===== config.mk =====
export PLATFORM = sky130hd
export DESIGN_NAME = logic_unit_pipe
export DESIGN_NICKNAME = d
export VERILOG_FILES = /design/src/rtl/logic_unit_pkg.sv /design/src/rtl/logic_op_core.sv /design/src/rtl/logic_unit_pipe.sv
export SDC_FILE = /design/constraint.sdc
export NUM_CORES = 1
export LEC_CHECK = 0
export ABC_CLOCK_PERIOD_IN_PS = 6700
export CELL_PAD_IN_SITES_DETAIL_PLACEMENT = 1
export CELL_PAD_IN_SITES_GLOBAL_PLACEMENT = 1
export CORE_UTILIZATION = 40
export DETAILED_ROUTE_END_ITERATION = 16
export DONT_BUFFER_PORTS = 1
export PLACE_DENSITY_LB_ADDON = 0.1
export SLEW_MARGIN = 20
export SYNTH_ARGS = -nofsm -noshare
export SYNTH_HDL_FRONTEND = slang
export SYNTH_SLANG_ARGS = --single-unit

===== constraint.sdc =====
create_clock -name clk -period 6.7 [get_ports clk]
set_input_delay 1.675 -clock clk [delete_from_list [all_inputs] [get_ports clk]]
set_output_delay 1.675 -clock clk [all_outputs]
set_load 0.01 [all_outputs]

===== src/rtl/logic_unit_pkg.sv =====
// Shared definitions for the pipelined logic unit: function-select encoding.
package logic_unit_pkg;

  localparam int unsigned OP_W = 3;

  typedef enum logic [OP_W-1:0] {
    OP_AND  = 3'b000,
    OP_OR   = 3'b001,
    OP_XOR  = 3'b010,
    OP_NOT  = 3'b011,
    OP_NAND = 3'b100,
    OP_NOR  = 3'b101,
    OP_XNOR = 3'b110,
    OP_PASS = 3'b111
  } op_e;

endpackage


===== src/rtl/logic_op_core.sv =====
// Combinational bitwise function core with result flags.
module logic_op_core
  import logic_unit_pkg::*;
#(
  parameter int unsigned WIDTH = 8
) (
  input  logic [WIDTH-1:0] a_i,
  input  logic [WIDTH-1:0] y_i,
  input  logic [OP_W-1:0]  op_i,
  output logic [WIDTH-1:0] res_c,
  output logic             zero_c,
  output logic             parity_c
);

  always_comb begin
    res_c = '0;
    unique case (op_e'(op_i))
      OP_AND:  res_c = a_i & y_i;
      OP_OR:   res_c = a_i | y_i;
      OP_XOR:  res_c = a_i ^ y_i;
      OP_NOT:  res_c = ~a_i;
      OP_NAND: res_c = ~(a_i & y_i);
      OP_NOR:  res_c = ~(a_i | y_i);
      OP_XNOR: res_c = ~(a_i ^ y_i);
      OP_PASS: res_c = y_i;
      default: res_c = '0;
    endcase
  end

  assign zero_c   = (res_c == '0);
  assign parity_c = ^res_c;

endmodule


===== src/rtl/logic_unit_pipe.sv =====
// Registered logic unit: valid/ready input, one-deep result register, accumulator operand.
module logic_unit_pipe
  import logic_unit_pkg::*;
#(
  parameter int unsigned WIDTH = 8
) (
  input  logic             clk,
  input  logic             rst_n,
  input  logic             in_valid,
  output logic             in_ready,
  input  logic [WIDTH-1:0] x,
  input  logic [WIDTH-1:0] y,
  input  logic [OP_W-1:0]  op,
  input  logic             use_acc,
  input  logic             acc_wr,
  input  logic             acc_clr,
  output logic             out_valid,
  input  logic             out_ready,
  output logic [WIDTH-1:0] f,
  output logic             zero,
  output logic             parity,
  output logic [WIDTH-1:0] acc
);

  logic             out_valid_q, out_valid_d;
  logic [WIDTH-1:0] f_q, f_d;
  logic             zero_q, zero_d;
  logic             parity_q, parity_d;
  logic [WIDTH-1:0] acc_q, acc_d;

  logic [WIDTH-1:0] a_c, res_c;
  logic             zero_c, parity_c;
  logic             accept_c, consume_c;

  assign in_ready  = !out_valid_q || out_ready;
  assign accept_c  = in_valid && in_ready;
  assign consume_c = out_valid_q && out_ready;
  // Pre-clear accumulator feeds the operand even when acc_clr is asserted this cycle.
  assign a_c       = use_acc ? acc_q : x;

  logic_op_core #(.WIDTH(WIDTH)) u_core (
    .a_i      (a_c),
    .y_i      (y),
    .op_i     (op),
    .res_c    (res_c),
    .zero_c   (zero_c),
    .parity_c (parity_c)
  );

  // Next-state for the result register and accumulator.
  always_comb begin
    out_valid_d = out_valid_q;
    f_d         = f_q;
    zero_d      = zero_q;
    parity_d    = parity_q;
    acc_d       = acc_q;

    if (accept_c) begin
      out_valid_d = 1'b1;
      f_d         = res_c;
      zero_d      = zero_c;
      parity_d    = parity_c;
    end else if (consume_c) begin
      out_valid_d = 1'b0;
    end

    if (acc_clr) begin
      acc_d = '0;
    end else if (accept_c && acc_wr) begin
      acc_d = res_c;
    end
  end

  always_ff @(posedge clk or negedge rst_n) begin
    if (!rst_n) begin
      out_valid_q <= 1'b0;
      f_q         <= '0;
      zero_q      <= 1'b1;
      parity_q    <= 1'b0;
      acc_q       <= '0;
    end else begin
      out_valid_q <= out_valid_d;
      f_q         <= f_d;
      zero_q      <= zero_d;
      parity_q    <= parity_d;
      acc_q       <= acc_d;
    end
  end

  assign out_valid = out_valid_q;
  assign f         = f_q;
  assign zero      = zero_q;
  assign parity    = parity_q;
  assign acc       = acc_q;

endmodule


# Word-level counts from Yosys, hierarchy flattened
# Index checks and enable logic that the tools add are counted.
dict set report classes {
  eq_ne 7
  mux 6
  bitwise_logic 7
  reduce_logical 10
}
# operator n
set op_table {}
lappend op_table {{$pmux W8 S8} 1}
lappend op_table {{$not A8 Y8} 4}
lappend op_table {{$mux W8} 3}
lappend op_table {{$eq A3 B3 Y1 const B} 4}
lappend op_table {{$and A8 B8 Y8} 1}
lappend op_table {{$logic_not A8 Y1} 1}
lappend op_table {{$or A8 B8 Y8} 1}
lappend op_table {{$reduce_xor A8 Y1} 1}
lappend op_table {{$xor A8 B8 Y8} 1}
lappend op_table {{$eq A3 B2 Y1 const B} 2}
lappend op_table {{$reduce_bool A2 Y1} 2}
lappend op_table {{$eq A3 B1 Y1 const B} 1}
lappend op_table {{$logic_and A1 B1 Y1} 3}
lappend op_table {{$logic_not A3 Y1} 1}
lappend op_table {{$mux W1} 2}
lappend op_table {{$logic_not A1 Y1} 1}
lappend op_table {{$logic_or A1 B1 Y1} 1}
dict set report word_totals {
  register_bits 19
  elab_cells 35
}

# Longest topological paths before layout
dict set report depth {
  ltp_word 6
  ltp_mapped 13
  ltp_nobuf 12
}

# Hierarchy
# Synthesis repeated with hierarchy kept, for this count alone.
dict set report hier_totals {
  cells_unflattened 201
  hier_area_um2 1961.9
}
# mod n_inst cells_each area_each_um2 seq_area_each_um2
set modules_own_cells {}
lappend modules_own_cells {logic_op_core 1 129 1017.2 0.0}
lappend modules_own_cells {logic_unit_pipe 1 72 944.7 476.7}

# Worst setup path after synthesis
# OpenSTA, ideal clock, no wires.
dict set report synth_timing {
  kind {input-to-reg}
  from {in use_acc}
  to {reg parity_q, in the netlist parity}
  setup_time_ps 132
  arrival_ps 3800
  required_ps 6568
  slack_ps 2767
  cell_stages 12
  n_path_buf 1
  path_cell_list {buf_6 -> mux2_2 -> inv_1 -> ha_1 -> nand2b_1 -> a2bb2o_1 -> a221oi_2 -> or2_4 -> ha_1 -> xnor2_1 -> xnor2_1 -> o21ai_0}
}
dict set report synth_between {
  elab_chain_cells 5
}
# element line_no
set synth_rtl {}
lappend synth_rtl {{start, declared} logic_unit_pipe.sv:14} ;# input logic use_acc,
lappend synth_rtl {{$mux W8 *} logic_unit_pipe.sv:39} ;# assign a_c = use_acc ? acc_q : x;
lappend synth_rtl {{$xor A8 B8 Y8, or another cell as far along} {logic_op_core.sv:20, logic_op_core.sv:24}}
lappend synth_rtl {{$not A8 Y8 (on tied branches)} {logic_op_core.sv:24, logic_op_core.sv:22, logic_op_core.sv:23}}
lappend synth_rtl {{$pmux W8 S8 *} logic_op_core.sv:17} ;# unique case (op_e'(op_i))
lappend synth_rtl {{$reduce_xor A8 Y1 *} logic_op_core.sv:31} ;# assign parity_c = ^res_c;
lappend synth_rtl {{end signal, assigned} logic_unit_pipe.sv:85} ;# parity_q <= parity_d;
lappend synth_rtl {{end, declared} logic_unit_pipe.sv:28} ;# logic parity_q, parity_d;
# Every way passes the cells marked *; elsewhere a longest branch is shown, timed or not.
# A chain may end at the register's enable or synchronous reset.

# Worst setup path in the final report
# Same ends and word-level chain as after synthesis.

==> flow_summary_export.csv <==
group,metric,value,unit
detailed_routing,wl_met3,269,um
critical_path,critical_path_class,"input port to flop",
finish,fillers,506,
detailed_routing,highest_layer,"met4",
clock_network,cts_buffer_depth,2,
synthesis,syn_area,1790,sq um
critical_path,start_kind,"input port",
detailed_routing,wl_met1,1960,um
detailed_routing,wl_per_cell,19.1,um
synthesis,synth_edf_count,0,
sta,fin_crit,3.91,ns
clock_network,clock_sinks,19,
power_and_ir_drop,p_per_area,182,nW/um^2
synthesis,synth_cells,207,
synthesis,synth_fp_nets,253,
synthesis,yosys_warnings,0,
grt,antenna_found_initial,0,
detailed_routing,num_vias,1504,
sta,fin_worst_skew,0.00630,ns
placement,gp_congestion,0.760,
die,dieArea,4750,sq um
synthesis,synth_seq_area_share,26.6,%
finish,post-route-util,43.8,%
critical_path,r2r_cells,11,
finish,final_common_cell,"ha_1",
synthesis,ys_ff_latch,19,
grt,grt_usage,20.8,%
sta,period_share,58.4,%
sta,fmax,256,MHz
sta,max-slew-margin-rel,65.0,%
detailed_routing,drt-initial-drc-count,45,
detailed_routing,drtPass1Iterations,4,
sta,worst_pin_slew,0.524,ns
clock_network,cts_buffers,3,
grt,grt_pass1_wl,7340,um
clock_network,root_buffer,"clkbuf_8",
sta,worst_hold_slack,0.519,ns
clock_network,ctsHtreeMaxLevel,1,
grt,gr-total-overflow,0,
critical_path,end_kind,"flop",
detailed_routing,avgViaCountPerCell,6.14,
min_path,whs_path_depth,2,
critical_path,crit_path_max_fanout,8,
placement,port_buffers,0,
clock_network,clk_pin_slew_worst_paths,0.08,ns
clock_network,clock_latency,0.26,ns
finish,multi_input_area,1160,sq um
die,fp.dieH,68.9,um
min_path,hp-class,"flop to flop",
detailed_routing,antenna_left,0,
synthesis,synth.avg_cell_area,8.66,sq um
sta,tns,0,ns
clock_network,cts_resized,0,
synthesis,dominantRegCellSynth,"dfrtp_1",
synthesis,async_flop_share,100,%
sta,drv_slew,0,
power_and_ir_drop,p_leak,0.852,nW
critical_path,cp.arrival,4.03,ns
run_status,status,"finished clean",
sta,grt_setup_unrepaired,"false",
die,die_x,68.9,um
detailed_routing,wl_met2,2420,um
sta,setup_viol,0,
finish,nets,242,
placement,dp_hpwl,3710,um
clock_network,holdBufCountCts,0,
finish,layoutNonFillerInstCount,245,
critical_path,required,6.82,ns
grt,grt_pass1_vias,1565,
grt,grt_max_degree,42,
power_and_ir_drop,ir_worst_vdd,0.108,mV
sta,finalHoldViolCount,0,
finish,antenna_cells,0,
finish,final_cell_mix,"ha_1, inv_1, dfrtp_1",
finish,drive_gt1_share,8.21,%
finish,regArea,477,sq um
detailed_routing,wirelength,4680,um
clock_network,tritoncts,"built",
clock_network,post-cts-setup-buffers,0,
die,row_count,23,
synthesis,synth_cell_types,54,
placement,dp_cells,241,
die,initial_core_util,43.2,%
run,drv_cap,0,
finish,syn_to_final_growth,1.33,%
die,pin_count,46,
die,core,4140,sq um
detailed_routing,drcViolationCount,0,
==> critical path: stages <==
cell and delay (ns):
mux2i_1 0.30, ha_1 0.30, nor2b_1 0.15, o22ai_1 0.11, a222oi_1 0.24, a21boi_0 0.42, or2_1 0.18, ha_1 0.24
xnor2_1 0.19, xnor2_1 0.15, o21ai_0 0.09
==> state kept, by name, indices dropped and copies added (netlist names) <==
name / cells
f: 8
acc: 8
out_valid: 1
parity: 1
zero: 1
==> final cells by class <==
cell class                      instances  area share (%)
Inverter                               18            3.72
Multi-Input combinational cell        154            64.0
Clock buffer                            3            2.27
Tap cell                               50            3.45
Clock inverter                          1           0.276
Sequential cell                        19            26.3
==> per-stage QoR <==
stage	worst slack, ns	power (mW)	area (sq um)
after global placement	2.58	0.246	1770
after global routing	2.66	0.353	1820
final	2.79	0.330	1820
after detailed placement	2.50	0.255	1770
after CTS	2.78	0.336	1820
after floorplan	2.77	0.238	1790
==> cells in the mapped netlist (5+ instances only) <==
master | count | share of area [%]
nor3_1 | 6 | 1.7
o22ai_1 | 8 | 2.8
nor2b_1 | 8 | 2.8
ha_1 | 20 | 14
nand2_1 | 14 | 2.9
dfrtp_1 | 18 | 25
nor2_1 | 9 | 1.9
clkbuf_1 | 7 | 1.5
a21oi_1 | 7 | 2.0
inv_1 | 18 | 3.8
mux2i_1 | 10 | 5.6
buf_2 | 5 | 1.4
o21ai_0 | 9 | 2.5
==> per-layer routing <==
metal,up-vias,global-route usage (%)
li1,725,-
met1,740,24.6
met3,4,5.26
met4,0,3.06
met5,-,0
met2,35,38.2
==> where the power goes <==
| group | switching [mW] | internal, mW | total, mW |
|---|---|---|---|
| clock | 0.0384 | 0.0413 | 0.0797 |
| sequential | 0.0181 | 0.129 | 0.148 |
| combinational | 0.0539 | 0.0491 | 0.103 |
==> final timing paths <==
| path | from | end | slack, ns |
|---|---|---|---|
| setup / recovery | use_acc | parity$_DFFE_PN0P_ | 2.79 |
| max in group asynchronous | rst_n | zero$_DFFE_PN1P_ | 5.43 |
| hold / removal | zero$_DFFE_PN1P_ | zero$_DFFE_PN1P_ | 0.52 |
| setup reg to reg | acc[6]$_DFFE_PN0P_ | parity$_DFFE_PN0P_ | 3.78 |
| min in group asynchronous | rst_n | out_valid$_DFFE_PN0P_ | 1.10 |
| hold reg to reg | zero$_DFFE_PN1P_ | zero$_DFFE_PN1P_ | 0.52 |
==> kinds of logic (layout without fill, tap and decap cells) <==
group	Yosys count	count (layout)	share of synthesized area (%)
compound gates	56	56	23.0
xor+xnor	4	4	1.96
fa+ha+maj	20	20	14.0
buf+inv	34	22	8.52
flops	19	19	26.6
mux	11	11	6.22
simple gates	63	63	19.7
No activity file was read; power rests on OpenSTA's default activity.
